`config.mk`:
```
export PLATFORM = sky130hd
export DESIGN_NAME = prog_loader
export DESIGN_NICKNAME = d
export VERILOG_FILES = /design/src/rtl/td4_pkg.sv /design/src/rtl/prog_mem.sv /design/src/rtl/prog_loader.sv
export SDC_FILE = /design/constraint.sdc
export NUM_CORES = 1
export LEC_CHECK = 0
export BUFFER_PORTS_ARGS = -buffer_cell sky130_fd_sc_hd__buf_2
export CORE_MARGIN = 3
export CORE_UTILIZATION = 60
export DETAILED_ROUTE_END_ITERATION = 8
export PLACE_DENSITY = 0.78
export SLEW_MARGIN = 10
export SYNTH_ARGS = -nofsm -noshare
export SYNTH_HDL_FRONTEND = slang
export SYNTH_SLANG_ARGS = --single-unit
```
`constraint.sdc`:
```
create_clock -name clk -period 3.2 [get_ports clk]
set_input_delay 0.48 -clock clk [delete_from_list [all_inputs] [get_ports clk]]
set_output_delay 0.48 -clock clk [all_outputs]
set_load 0.02 [all_outputs]
```
`src/rtl/td4_pkg.sv`:
```
// Shared types and sizes for the TD4 program loader.
package td4_pkg;

  typedef enum logic [1:0] {
    IDLE,
    LOAD,
    RUN
  } loader_state_t;

  localparam int PROG_DEPTH = 16;
  localparam int INSTR_W    = 8;

endpackage

```
`src/rtl/prog_mem.sv`:
```
// Program memory: synchronous write and clear, asynchronous read
// for the fetch path.
module prog_mem
  import td4_pkg::*;
#(
  parameter int ADDR_W = $clog2(PROG_DEPTH),
  parameter int DATA_W = INSTR_W
) (
  input  logic              clk,
  input  logic              reset,
  input  logic              we,
  input  logic [ADDR_W-1:0] waddr,
  input  logic [DATA_W-1:0] wdata,
  input  logic [ADDR_W-1:0] raddr,
  output logic [DATA_W-1:0] rdata
);

  localparam int DEPTH = 2 ** ADDR_W;

  logic [DATA_W-1:0] mem [DEPTH];

  always_ff @(posedge clk) begin
    if (reset) begin
      for (int i = 0; i < DEPTH; i++) begin
        mem[i] <= '0;
      end
    end else if (we) begin
      mem[waddr] <= wdata;
    end
  end

  assign rdata = mem[raddr];

endmodule

```
`src/rtl/prog_loader.sv`:
```
// Streams instruction bytes into program memory and holds the
// CPU in reset until the memory is full or run is requested.
module prog_loader
  import td4_pkg::*;
#(
  parameter int ADDR_W = $clog2(PROG_DEPTH),
  parameter int DATA_W = INSTR_W
) (
  input  logic              clk,
  input  logic              reset,
  input  logic              load_req,
  input  logic              run_req,
  input  logic              in_valid,
  input  logic [DATA_W-1:0] in_data,
  output logic              in_ready,
  input  logic [ADDR_W-1:0] cpu_addr,
  output logic [DATA_W-1:0] cpu_data,
  output logic              cpu_n_reset,
  output logic              busy,
  output logic              done,
  output logic [ADDR_W-1:0] wr_addr
);

  loader_state_t state;
  logic          accept;
  logic          last;

  // A restart request discards any beat offered in the same cycle.
  assign in_ready    = (state == LOAD) && !load_req;
  assign accept      = in_valid && in_ready;
  assign last        = &wr_addr;
  assign busy        = (state == LOAD);
  assign cpu_n_reset = (state == RUN);

  always_ff @(posedge clk) begin
    if (reset) begin
      state   <= IDLE;
      wr_addr <= '0;
      done    <= 1'b0;
    end else begin
      done <= 1'b0;
      unique case (state)
        IDLE: begin
          if (load_req) begin
            state   <= LOAD;
            wr_addr <= '0;
          end else if (run_req) begin
            state <= RUN;
          end
        end
        LOAD: begin
          if (load_req) begin
            wr_addr <= '0;
          end else if (accept) begin
            wr_addr <= wr_addr + ADDR_W'(1);
            if (last) begin
              state <= RUN;
              done  <= 1'b1;
            end
          end
        end
        RUN: begin
          if (load_req) begin
            state   <= LOAD;
            wr_addr <= '0;
          end
        end
        default: state <= IDLE;
      endcase
    end
  end

  prog_mem #(
    .ADDR_W (ADDR_W),
    .DATA_W (DATA_W)
  ) u_mem (
    .clk   (clk),
    .reset (reset),
    .we    (accept),
    .waddr (wr_addr),
    .wdata (in_data),
    .raddr (cpu_addr),
    .rdata (cpu_data)
  );

endmodule

```
Yosys cells after proc, flatten, opt, wreduce, memory -nomap -nowiden
Memories as Yosys holds them, arrays and structs flattened.
Cells that the tools add are included.
{"block": "classes", "add_sub_neg": 1, "n_eq_ne": 9, "muxes": 20, "bitwise_logic": 2, "n_reduce_logical": 11}
{"cell": "two-way mux 4 bit", "n": 4}
{"cell": "two-way mux 2 bit", "n": 6}
{"cell": "two-way mux 8 bit", "n": 1}
{"cell": "one-hot mux 4 bit (2 select lines)", "n": 1}
{"cell": "OR reduction 8 bit", "n": 1}
{"cell": "two-way mux 1 bit", "n": 7}
{"cell": "!= test 2 x 1 -> 1 bit, second input constant", "n": 3}
{"cell": "one-hot mux 2 bit (3 select lines)", "n": 1}
{"cell": "AND reduction 5 bit", "n": 1}
{"cell": "adder 4 x 1 -> 4 bit, second input constant", "n": 1}
{"cell": "!= test 2 bit, second input constant", "n": 2}
{"cell": "AND reduction 4 bit", "n": 1}
{"cell": "OR reduction 4 bit", "n": 1}
{"cell": "!= test 3 x 2 -> 1 bit, second input constant", "n": 1}
{"cell": "!= test 3 bit, second input constant", "n": 1}
{"cell": "AND reduction 3 bit", "n": 1}
{"cell": "equality test 2 x 1 -> 1 bit, second input constant", "n": 1}
{"cell": "equality test 2 bit, second input constant", "n": 1}
{"cell": "logical AND 1 bit", "n": 2}
{"cell": "logical NOT 2 bit", "n": 1}
{"cell": "NOT 1 bit", "n": 2}
{"cell": "nonzero test 2 bit", "n": 1}
{"cell": "OR reduction 2 bit", "n": 1}
{"cell": "logical NOT 1 bit", "n": 1}
{"block": "word_totals", "reg_bits": 7, "mem_bits_rw": 128, "in_bits": 17, "mem_count": 1}
{"memory": "u_mem.mem", "depth": 16, "word_bits": 8, "read_ports": 1, "rd_ports_with_merged_regs": 0, "wr": 16, "line": "prog_mem.sv:20", "text": "logic [DATA_W-1:0] mem [DEPTH];"}

Longest topological paths before layout
{"block": "logic_depth", "word_depth": 8, "mapped_depth": 7, "ltp_nobuf": 5}

Modules after synthesis
Synthesis repeated with hierarchy kept, for this count alone.
{"block": "unflattened", "cells_unflattened": 420, "area_unflattened_um2": 6251.0}
{"mod": "prog_mem", "n_inst": 1, "cells_per_inst": 375, "area_per_inst_um2": 5861.9}
{"mod": "prog_loader", "n_inst": 1, "cells_per_inst": 45, "area_per_inst_um2": 389.1}

Worst setup path after synthesis
No wires, ideal clock.
{"block": "synth_path", "kind": "input-to-output", "start": "input cpu_addr[0]", "end": "output cpu_data[4]", "arrival_ns": 1.609, "t_required_ns": 2.720, "slack_ns": 1.111, "path_stages": 5, "path_buffers": 2, "path_cell_list": "buf_6 -> buf_6 -> mux4_1 -> a22oi_1 -> nand2_1"}
{"block": "synth_between", "elab_chain_len": 1}
{"item": "start, declared", "line": "prog_loader.sv:16", "text": "input logic [ADDR_W-1:0] cpu_addr,"}
{"item": "memory read (16 x 8 bit)"}
{"item": "end, declared", "line": "prog_loader.sv:17", "text": "output logic [DATA_W-1:0] cpu_data,"}
Every way passes these cells.

Worst setup path after layout
{"block": "layout_path", "start": "input cpu_addr[0]", "end": "output cpu_data[5]"}
The elaborated chain is that of the path after synthesis.

==> flow_summary.ini <==
[timing]
rsz0062_at_grt = no
finalSetupViolations = 0
finalSetupTns_ns = 0
fin_ws_ns = 0.557
relSlewSlack = 0.456
clock_skew_ns = 0.0108
drv_slew = 0
hold_viol_final = 0
fmaxAchievable_mhz = 378
period_share = 0.826
worst_pin_slew_ns = 0.813
period_minus_slack_ns = 2.64

[flow_run]
drv_cap = 0

[cells_and_area]
final_cell_mix = nor2_1 (135), edfxtp_1 (128), nand2_1 (45)
layout_commonest_cell = nor2_1
area_growth_pct = 14.2
nFillCells = 637
num_antenna_cells = 0
drive_above_1_share = 0.218
post-route-util = 0.715
fin_nets = 513

[global_routing]
grt_busiest_layer = met2
track_usage = 0.274
grt_first_pass_wirelength_mm = 22.5
antenna_found_initial = 0
use_met3 = 0.0552
met2_usage = 0.448
grt_use_met1 = 0.364
overflow = 0
grt_pass1_vias = 3924
grt_max_degree = 36

[clock_network]
htreeDepth = 4
clk_pin_slew_ns = 0.06
hold_buffers = 0
clock_sinks = 135
max-clock-path-buffers = 2
root_buffer = clkbuf_8
cts_buffers = 17
ctsResizeCount = 0
postCtsSetupBuffers = 0
cts_tree = built
clk_latency_ns = 0.52

[worst_setup_path]
worstPathArrival_ns = 2.16
start_kind = input port
crit_type = input port to output pin
cp-end-kind = output pin
required_ns = 2.72
worstPathMaxFanout = 9

[synthesis]
synth_fp_nets = 474
netlist_instances = 453
synthArstFlopShare = 0
ys_seq_area_frac = 0.639
synth_top_area_frac = 0.617
ys_ff_latch = 135
synth_area_per_cell_sq_um = 13.8
synth_area_leaders = edfxtp_1 (62%), nor2_1 (8.1%), mux4_2 (6.5%), mux4_1 (5.9%), nand2_1 (2.7%)
ys.flop_type = edfxtp_1
yosysUniqueCellTypes = 35
yosys.area.top_type = edfxtp_1
syn_area_sq_um = 6230
synth_edf_count = 128
ys_warn_count = 0

[floorplan]
die_h_um = 108
rows = 36
start_util = 0.626
dieArea_sq_um = 11600
core_area_sq_um = 9950
io_pins = 33
dieWidth_um = 108

[power_and_ir_drop]
power.leakage_nw = 2.58
vdd.ir_drop.worst_mv = 0.368
pwr_density_cell_nw_per_um2 = 605

[detailed_routing]
drt_iter0_markers = 492
drc = 0
dr.pass1.iters = 5
vias_per_cell = 6.31
vias = 4028
routed_wl_mm = 14.8
wl_per_cell_um = 23.2
detail-route-antenna-nets = 0

[placement]
dpl_worst_slack_ns = 0.507
gp_congestion = 0.794
io_buffers = 32
hpwl_mm = 9.08

[run_status]
outcome = finished clean

[worst_hold_path]
min_path_type = input port to flop
[stage by stage]
| stage | instances | cell area, sq um | total power, mW | hold WS (ns) |
|---|---|---|---|---|
| floorplan | 453 | 6230 | 2.21 | 0.557 |
| global placement | 606 | 6490 | 2.31 | 0.573 |
| detailed placement | 606 | 6490 | 2.32 | 0.586 |
| CTS | 638 | 7110 | 4.32 | 0.175 |
| global route | 638 | 7110 | 4.41 | 0.201 |
| finish | 638 | 7110 | 4.31 | 0.188 |
[cells by family (layout without fill, tap and decap cells)]
group,count (synthesis),in the layout,synth area share
DFF,135,135,0.639
buffers and inverters,36,88,0.0414
adders and majority gates,4,4,0.00803
muxes,32,32,0.124
and+or+nand+nor,202,202,0.134
AOI/OAI and AO/OA,44,44,0.0530
[routing by layer]
metal | up-vias | wire length (um)
met1 | 1975 | 5370
met4 | 0 | 428
met5 | - | 0
met2 | 266 | 7350
li1 | 1749 | -
met3 | 38 | 1630
[power breakdown]
part,switching [mW],total (mW),internal (mW)
Sequential,0.0228,2.01,1.99
Clock,0.712,2.02,1.31
Combinational,0.164,0.275,0.111
[synthesized netlist by cell type, types with 4 or more instances]
cell / count
nand2_1: 45
edfxtp_1: 128
mux4_2: 18
nor2b_1: 4
dfxtp_1: 7
a31o_2: 4
o21bai_1: 12
buf_6: 12
mux4_1: 14
ha_1: 4
nor2_1: 135
buf_2: 5
a22oi_1: 16
clkbuf_1: 7
inv_1: 4
[final timing paths]
check / cells past startpoint / startpoint / endpoint / slack (ns)
max reg2reg: 6 / state[0] / u_mem.mem[5][5] / 1.00
min: 2 / load_req / state[1] / 0.19
max: 6 / cpu_addr[0] / cpu_data[5] / 0.56
min reg2reg: 1 / wr_addr[1] / wr_addr[1] / 0.61
[cell type report]
class	count	area (sq um)	share of cell area
Tap cell	133	166	0.0234
Clock inverter	11	174	0.0245
Multi-Input combinational cell	282	1990	0.280
Sequential cell	135	3980	0.560
Inverter	4	15.0	0.00211
Timing Repair Buffer	52	335	0.0471
Clock buffer	21	449	0.0631
[worst max-delay path: stages]
cell and delay, ns:
buf_2 0.32, buf_4 0.29, mux4_2 0.56, a22oi_1 0.24, nand2_1 0.09, buf_2 0.17
[state kept, by name, summed over array words and instances (netlist names)]
| name | count |
|---|---|
| done | 1 |
| u_mem.mem | 128 |
| wr_addr | 4 |
| state | 2 |
Power figures use the tool's default switching activity.
